**src/rtl/alu_pkg.sv**
```systemverilog
// alu_pkg: shared types and constants for seq_alu and its iterative
// multiply/divide unit.
//   alu_op_e    - 3-bit opcode carried on the select input
//   alu_state_e - seq_alu control states
//   FLAG_*      - bit positions inside the optional flags output
//                 (present only when SEQ_ALU_FLAGS_EN is defined)
package alu_pkg;

  typedef enum logic [2:0] {
    OP_ADD  = 3'b000,
    OP_SUB  = 3'b001,
    OP_AND  = 3'b010,
    OP_OR   = 3'b011,
    OP_SLT  = 3'b100,
    OP_MUL  = 3'b101,
    OP_DIVU = 3'b110,
    OP_REMU = 3'b111
  } alu_op_e;

  typedef enum logic [1:0] {
    IDLE = 2'd0,
    BUSY = 2'd1,
    DONE = 2'd2
  } alu_state_e;

  localparam int FLAG_ZERO = 2;
  localparam int FLAG_NEG  = 1;
  localparam int FLAG_OVF  = 0;

  function automatic logic is_iter_op(input alu_op_e op);
    return (op == OP_MUL) || (op == OP_DIVU) || (op == OP_REMU);
  endfunction

endpackage

```
**src/rtl/alu_muldiv_iter.sv**
```systemverilog
// alu_muldiv_iter: one-bit-per-cycle multiply (low half) and unsigned
// restoring divide/remainder.
//   clk, rst_n : clock, async active-low reset
//   start      : load operands a/b and arm the WIDTH-iteration counter
//   op         : operation for the running iterations (held by the caller)
//   a, b       : operands, sampled only on start
//   busy       : iterations still outstanding
//   done       : this cycle performs the final iteration; res is valid now
//   res        : value after the current iteration (product, quotient or
//                remainder, chosen by op)
// The same three registers serve both algorithms:
//   MUL  : acc = partial product, opa = shifted multiplicand, opb = multiplier
//   DIV  : acc = partial remainder, opa = dividend -> quotient, opb = divisor
// A zero divisor needs no special case: every trial subtraction succeeds,
// giving an all-ones quotient, and the dividend shifts intact into acc.
module alu_muldiv_iter
  import alu_pkg::*;
#(
  parameter int WIDTH = 32
) (
  input  logic             clk,
  input  logic             rst_n,
  input  logic             start,
  input  alu_op_e          op,
  input  logic [WIDTH-1:0] a,
  input  logic [WIDTH-1:0] b,
  output logic             busy,
  output logic             done,
  output logic [WIDTH-1:0] res
);

  localparam int CW = $clog2(WIDTH + 1);

  logic [CW-1:0]    cnt;
  logic [WIDTH-1:0] acc, opa, opb;
  logic [WIDTH-1:0] acc_nxt, opa_nxt, opb_nxt;
  logic [WIDTH:0]   trial;

  assign busy = (cnt != '0);
  assign done = (cnt == CW'(1));

  always_comb begin
    acc_nxt = acc;
    opa_nxt = opa;
    opb_nxt = opb;
    trial   = '0;
    if (op == OP_MUL) begin
      if (opb[0]) acc_nxt = acc + opa;
      opa_nxt = opa << 1;
      opb_nxt = opb >> 1;
    end else begin
      trial = {acc, opa[WIDTH-1]} - {1'b0, opb};
      if (!trial[WIDTH]) begin
        acc_nxt = trial[WIDTH-1:0];
        opa_nxt = {opa[WIDTH-2:0], 1'b1};
      end else begin
        acc_nxt = {acc[WIDTH-2:0], opa[WIDTH-1]};
        opa_nxt = {opa[WIDTH-2:0], 1'b0};
      end
    end
  end

  assign res = (op == OP_DIVU) ? opa_nxt : acc_nxt;

  always_ff @(posedge clk or negedge rst_n) begin
    if (!rst_n) begin
      cnt <= '0;
      acc <= '0;
      opa <= '0;
      opb <= '0;
    end else if (start) begin
      cnt <= CW'(WIDTH);
      acc <= '0;
      opa <= a;
      opb <= b;
    end else if (busy) begin
      cnt <= cnt - CW'(1);
      acc <= acc_nxt;
      opa <= opa_nxt;
      opb <= opb_nxt;
    end
  end

endmodule

```
**src/rtl/seq_alu.sv**
```systemverilog
// seq_alu: multi-cycle ALU with valid/ready handshakes on both sides.
//   clk, rst_n          : clock, async active-low reset
//   in_valid / in_ready : operation request / acceptance (accept = both high)
//   A, B, select        : operands and opcode (alu_op_e encoding)
//   out_valid/out_ready : result offer / consumption
//   result              : registered result, held while in DONE
//   flags               : {zero, negative, overflow}, only with SEQ_ALU_FLAGS_EN
// Single-cycle ops register their result on the accept edge; MUL/DIVU/REMU
// run WIDTH iterations in alu_muldiv_iter first.
//
// state | meaning
// IDLE  | ready for a new operation
// BUSY  | iterative op in progress
// DONE  | result offered, waiting for out_ready
module seq_alu
  import alu_pkg::*;
#(
  parameter int WIDTH = 32
) (
  input  logic             clk,
  input  logic             rst_n,
  input  logic             in_valid,
  output logic             in_ready,
  input  logic [WIDTH-1:0] A,
  input  logic [WIDTH-1:0] B,
  input  logic [2:0]       select,
  output logic             out_valid,
  input  logic             out_ready,
  output logic [WIDTH-1:0] result
`ifdef SEQ_ALU_FLAGS_EN
  ,
  output logic [2:0]       flags
`endif
);

  alu_state_e       state, state_nxt;
  alu_op_e          op_in, op_q;
  logic             start, load_sc, load_it;
  logic             md_busy, md_done;
  logic [WIDTH-1:0] md_res, sc_res;

  assign op_in = alu_op_e'(select);

  always_comb begin
    sc_res = '0;
    case (op_in)
      OP_ADD:  sc_res = A + B;
      OP_SUB:  sc_res = A - B;
      OP_AND:  sc_res = A & B;
      OP_OR:   sc_res = A | B;
      OP_SLT:  sc_res = {{(WIDTH-1){1'b0}}, ($signed(A) < $signed(B))};
      default: sc_res = '0;
    endcase
  end

  always_ff @(posedge clk or negedge rst_n) begin
    if (!rst_n) state <= IDLE;
    else        state <= state_nxt;
  end

  always_comb begin
    state_nxt = state;
    in_ready  = 1'b0;
    out_valid = 1'b0;
    start     = 1'b0;
    load_sc   = 1'b0;
    load_it   = 1'b0;
    case (state)
      IDLE: begin
        in_ready = 1'b1;
        if (in_valid) begin
          if (is_iter_op(op_in)) begin
            start     = 1'b1;
            state_nxt = BUSY;
          end else begin
            load_sc   = 1'b1;
            state_nxt = DONE;
          end
        end
      end
      BUSY: begin
        if (md_done) begin
          load_it   = 1'b1;
          state_nxt = DONE;
        end
      end
      DONE: begin
        out_valid = 1'b1;
        if (out_ready) state_nxt = IDLE;
      end
      default: state_nxt = IDLE;
    endcase
  end

  always_ff @(posedge clk or negedge rst_n) begin
    if (!rst_n) begin
      op_q   <= OP_ADD;
      result <= '0;
    end else begin
      if (in_valid && in_ready) op_q <= op_in;
      if (load_sc)      result <= sc_res;
      else if (load_it) result <= md_res;
    end
  end

  alu_muldiv_iter #(.WIDTH(WIDTH)) u_muldiv (
    .clk   (clk),
    .rst_n (rst_n),
    .start (start),
    .op    (start ? op_in : op_q),
    .a     (A),
    .b     (B),
    .busy  (md_busy),
    .done  (md_done),
    .res   (md_res)
  );

`ifdef SEQ_ALU_FLAGS_EN
  logic ovf;

  // Signed overflow: ADD with same-sign operands, SUB with opposite-sign
  // operands, and the result sign differs from A.
  always_comb begin
    ovf = 1'b0;
    if (op_in == OP_ADD)
      ovf = (A[WIDTH-1] == B[WIDTH-1]) && (sc_res[WIDTH-1] != A[WIDTH-1]);
    else if (op_in == OP_SUB)
      ovf = (A[WIDTH-1] != B[WIDTH-1]) && (sc_res[WIDTH-1] != A[WIDTH-1]);
  end

  always_ff @(posedge clk or negedge rst_n) begin
    if (!rst_n) begin
      flags <= '0;
    end else if (load_sc) begin
      flags[FLAG_ZERO] <= (sc_res == '0);
      flags[FLAG_NEG]  <= sc_res[WIDTH-1];
      flags[FLAG_OVF]  <= ovf;
    end else if (load_it) begin
      flags[FLAG_ZERO] <= (md_res == '0);
      flags[FLAG_NEG]  <= md_res[WIDTH-1];
      flags[FLAG_OVF]  <= 1'b0;
    end
  end
`endif

endmodule
```
**config.mk**
```make
export PLATFORM = sky130hd
export DESIGN_NAME = seq_alu
export DESIGN_NICKNAME = d
export VERILOG_FILES = /design/src/rtl/alu_pkg.sv /design/src/rtl/alu_muldiv_iter.sv /design/src/rtl/seq_alu.sv
export SDC_FILE = /design/constraint.sdc
export NUM_CORES = 1
export LEC_CHECK = 0
export BUFFER_PORTS_ARGS = -buffer_cell sky130_fd_sc_hd__buf_2
export CAP_MARGIN = 25
export CELL_PAD_IN_SITES_DETAIL_PLACEMENT = 1
export CELL_PAD_IN_SITES_GLOBAL_PLACEMENT = 1
export CORE_UTILIZATION = 47
export DETAILED_ROUTE_END_ITERATION = 16
export PLACE_DENSITY = 0.86
export SYNTH_ARGS = -nofsm -noshare
export SYNTH_HDL_FRONTEND = slang
export SYNTH_SLANG_ARGS = --single-unit
```
**constraint.sdc**
```tcl
create_clock -name clk -period 4.1 [get_ports clk]
set_input_delay 0.205 -clock clk [delete_from_list [all_inputs] [get_ports clk]]
set_output_delay 0.205 -clock clk [all_outputs]
set_load 0.01 [all_outputs]
```
### After elaboration in Yosys (flattened, before gate mapping)

Cells that the tools add are included.

* bits in registers: 139
* latch bits: 0
* bits in writable memories: 0
* memory bits (read-only): 0
* input port bits: 71
* output and inout port bits: 34
* memories kept: 0

* $add $sub $neg: 5
* multiply operators: 0
* divide/modulo/power cells: 0
* $lt $le $gt $ge: 1
* equal/unequal tests: 15
* shifts and indexed selects: 0
* mux-type cells: 34
* bitwise operators: 2
* reductions and logical operators: 11

Operator list (number)
* $mux W32: 13
* $pmux W32 S5: 1
* $add A32 B32 Y32: 2
* $sub A33 B32 Y33: 1
* $and A32 B32 Y32: 1
* $lt A32 B32 Y1: 1
* $or A32 B32 Y32: 1
* $sub A32 B32 Y32: 1
* $eq A3 B3 Y1 const B: 6
* $mux W1: 12
* $mux W6: 2
* $mux W2: 4
* $eq A3 B2 Y1 const B: 2
* $eq A6 B1 Y1 const B: 1
* $ne A2 B2 Y1 const B: 3
* $pmux W2 S3: 1
* $reduce_bool A2 Y1: 3
* $reduce_bool A6 Y1: 1
* $sub A6 B1 Y6 const B: 1
* $eq A3 B1 Y1 const B: 1
* $logic_not A3 Y1: 1
* $mux W3: 1
* $reduce_and A3 Y1: 1
* $eq A2 B1 Y1 const B: 1
* 5 further kinds: 6

### Longest topological paths before layout

* depth in word-level cells: 12
* depth in mapped cells: 14
* gate-level depth less buffers: 13

### Modules after synthesis

A second synthesis with hierarchy kept.

* cell total of the unflattened synthesis: 2071
* area, all modules: 16036.6 um^2

Modules (own cells, without submodules)
* alu_muldiv_iter: instances 1, cells each 1243, area each 9820.7 um^2
* seq_alu: instances 1, cells each 828, area each 6216.0 um^2

### Worst setup path before layout

Ideal clock, no wire load.

* path type: reg2reg
* from: reg u_muldiv.opa[31]
* to: reg result[29]
* library setup time: 146 ps
* arrival time: 3229 ps
* slack: 725 ps
* stages on the path, launching flop included: 15
* clock period less this slack: 3375 ps
* cells stage by stage: dfrtp_1 inv_1 ha_1 fa_1 nand2b_1 a211o_1 a21oi_1 o2111ai_1 and2_4 o311ai_4 buf_4 nand2_1 mux2_2 o311ai_1 o221ai_1

* cells in the longest elaborated chain, start to end: 6

RTL lines
* from (decl): RTL line alu_muldiv_iter.sv:35 `logic [WIDTH-1:0] acc, opa, opb;`
* from (signal assigned): RTL line alu_muldiv_iter.sv:79 `opa <= opa_nxt;`
* $sub A33 B32 Y33: RTL line alu_muldiv_iter.sv:52 `trial = {acc, opa[WIDTH-1]} - {1'b0, opb};`
* $mux W32: RTL line alu_muldiv_iter.sv:53 `if (!trial[WIDTH]) begin`
* $mux W32: RTL line alu_muldiv_iter.sv:47 `if (op == OP_MUL) begin`
* $mux W32: RTL line alu_muldiv_iter.sv:63 `assign res = (op == OP_DIVU) ? opa_nxt : acc_nxt;`
* $mux W32: RTL line seq_alu.sv:102 `else if (load_it) result <= md_res;`
* $mux W32: RTL line seq_alu.sv:101 `if (load_sc) result <= sc_res;`
* to (signal assigned): RTL line seq_alu.sv:101
* to (signal assigned): RTL line seq_alu.sv:102
* to (decl): RTL line seq_alu.sv:29 `output logic [WIDTH-1:0] result`

No other way between the ends. The select of a mux whose other input is x is not followed.
A chain may end at the register's enable or synchronous reset.

### Final worst setup path

* from: reg u_muldiv.opa[31]
* to: reg result[10]

Same word-level chain as after synthesis.

==> flow_summary.ini <==
[clocking]
clockBufferDepth = 2
root_buffer = clkbuf_16
cts_htree_levels = 4
clock-sinks = 139
cts.clk_slew.worst_paths_ns = 0.06
clkLatencyLatePin_ns = 0.45
tritoncts = yes
cts_buffers = 17

[run_status]
status = completed

[placement]
dp_cells = 2459
gp_congestion = 0.972
io_buffers = 104
hpwl_um = 48400

[sta]
relSlewSlack_pct = 34.7
skew_ns = 0.00763
max_clock_freq_mhz = 253
fin_crit_ns = 3.96
setup_viol = 0
slew_violations = 0
finalCritPeriodShare_pct = 96.5
tns_ns = 0
worst_pin_slew_ns = 0.979
timing.hold.ws_ns = 0.0237
finalHoldViolations = 0
rsz0062_at_grt = false

[floorplan]
rows = 65
core_area_mm2 = 0.0316
ios = 105
die_x_um = 182
die_y_um = 182
start_util_pct = 48.0
dieArea_mm2 = 0.0330

[setup_path]
cp_cell_sequence = inv_1 > ha_1 > fa_1 > nand2b_1 > a211o_1 > a21oi_2 > o2111ai_2 > and2_4 > o311ai_4 > buf_12 > buf_6 > mux2i_2 > a21oi_1 > a221o_1
crit_type = reg2reg
cp_max_fo = 12
cp-end-kind = register
critPathSlowestCell = dfrtp_1
cp.arrival_ns = 4.29
slowest_delay_ns = 0.42
crit_required_ns = 4.43
start_kind = register

[synthesis]
synth_top_family_by_area = compound AO/OA/AOI/OAI gates
synthFlopType = dfrtp_1
synth-compound-area-share_pct = 29.4
ys_ff_latch = 139
synth_fp_nets = 2274
synthArstFlopShare_pct = 100
netlist_area_mm2 = 0.0152
synth.area.mux_share_pct = 2.64
yosys.area_share.simple_pct = 18.8
synth_cell_type_count = 76
synthAdderAreaFrac_pct = 15.0
synth_area_leaders = dfrtp_1, ha_1, a21oi_1
yosysTopAreaCell = dfrtp_1
ys_warn_count = 0
synth_edf_count = 0
synth.yosys.seq_area_share_pct = 22.9
synthesis.instances = 2023
synth-xor-area-share_pct = 4.73
postSynthAreaPerCell_um2 = 7.50
yosys.area.top_type_share_pct = 22.9

[layout]
fill_cells = 4006
final_common_cell = nand2_1
diodes = 0
area.growth.synth_to_final_pct = 11.4
fin_nets = 2336
final_cell_mix = nand2_1, nor2_1, a21oi_1, ha_1, inv_1
layout-drive-gt1-share_pct = 10.7
fin_cells = 2500

[pwr]
vdd_drop_max_v = 0.000498
leakage_nw = 7.93
pwr_density_cell_mw_per_mm2 = 916
finalPower_mw = 15.5

[grt]
grtUsageTotal_pct = 39.2
grt_start_max_net_pins = 80
gr-usage-met3_pct = 7.18
grt_pass1_wl_um = 99300
antenna_found_initial = 0
grt_util_met1_pct = 46.3
grt-ovfl-total = 0
grt_pass1_vias = 17119
grt.busiest_layer = met2
grt.met2_usage_pct = 64.7

[detailed_routing]
drtIter0Drc = 1473
vias = 16918
vias_per_cell = 6.77
drt_wl_total_um = 65300
firstDrtPassIters = 6
postRouteAntennaNets = 0
wl_per_cell_um = 26.1
drc = 0

[run]
cap_violations = 0

[hold_path]
min_path_type = in2reg
## critical path, delay by kind of cell, from the launching register on
| family | cells | cell delay (ns) |
|---|---|---|
| muxes | 1 | 0.27 |
| AOI/OAI and AO/OA | 6 | 1.53 |
| adders and majority gates | 2 | 0.64 |
| DFF | 1 | 0.42 |
| and+or+nand+nor | 2 | 0.44 |
| buffers and inverters | 3 | 0.53 |
## through the flow
stage / area (um2) / worst slack [ns] / utilization [%]
after floorplan: 15200 / 0.725 / -
after global placement: 16200 / 0.170 / 51.1
after detailed placement: 16200 / 0.0369 / 51.1
after CTS: 16800 / 0.0166 / 53.2
after global routing: 16900 / 0.0118 / 53.5
final: 16900 / 0.143 / 53.5
## metal layers
layer	vias to the layer above	share of wire, %
met5	-	0
met4	0	7.9
met3	299	6.9
met2	854	46
met1	8354	39
li1	7411	-
## power by group
group	switching, mW	leakage (nW)	total (mW)	internal [mW]
logic	6.57	6.02	10.9	4.36
registers	0.876	1.62	2.93	2.06
clock network	0.704	0.283	1.64	0.933
total	8.15	7.93	15.5	7.35
## sequential cells by signal, indices dropped and copies added, names as in the netlist
signal        count
op_q              3
result           32
state             2
u_muldiv.acc     32
u_muldiv.cnt      6
u_muldiv.opa     32
u_muldiv.opb     32
## layout make-up
class | count | area [um2] | share of cell area, %
well taps | 402 | 503 | 2.97
multi-input cells | 1627 | 10800 | 63.8
clock inverters | 12 | 136 | 0.806
repair buffers | 158 | 1010 | 5.98
clock buffers | 20 | 457 | 2.70
inverters | 142 | 533 | 3.15
flip-flops and latches | 139 | 3480 | 20.6
## final timing paths
path                                              startpoint                           end  slack, ns  cells past startpoint
worst max register to register  u_muldiv.opa[31]$_DFFE_PN0P_        result[10]$_DFFE_PN0P_       0.14                     14
worst min register to register  u_muldiv.opb[31]$_DFFE_PN0P_  u_muldiv.opb[31]$_DFFE_PN0P_       0.49                      2
worst min-delay path                               out_ready          state[1]$_DFFE_PN0P_       0.02                      3
max in group asynchronous                              rst_n   u_muldiv.opb[6]$_DFFE_PN0P_       2.70                      3
min in group asynchronous                              rst_n  u_muldiv.opa[29]$_DFFE_PN0P_       0.38                      2
worst max-delay path            u_muldiv.opa[31]$_DFFE_PN0P_        result[10]$_DFFE_PN0P_       0.14                     14
## synth_stat cells (all sizes together) (5+ instances only)
cell     instances
o21a            19
nand4           19
clkbuf          89
ha             176
a22o            12
xnor2           58
o31ai           16
o2111ai          5
nand2          234
a31oi           54
buf             26
dfrtp          139
inv            142
nor4             8
and2             8
xor2            24
a21o            38
o21ai          142
a211oi          36
nor3b            8
nor2b           19
a21oi          191
o21bai          17
o221ai           9
or2              7
a31o             7
and3            12
a221oi          18
o22ai           11
nand2b          21
o311ai          10
nor2           204
a211o           11
nor3            38
nand3           36
mux2             8
o211ai          24
a22oi            7
mux2i           31
or3             14
a222oi          15
## cell families after synthesis
kind of cell	count (synthesis)
compound gates	686
xor+xnor	82
fa+ha+maj	180
buf+inv	257
flops	139
mux	39
simple gates	640
## timing repair
action	in CTS	in global routing
pin swaps	0	2
setup endpoints to repair	2	27
gates cloned	1	0
gates resized for setup	2	6
hold buffers	1	0
setup buffers	0	4
endpoints found under the hold margin	77	0
Note: power is estimated with default switching activity, not from simulation.
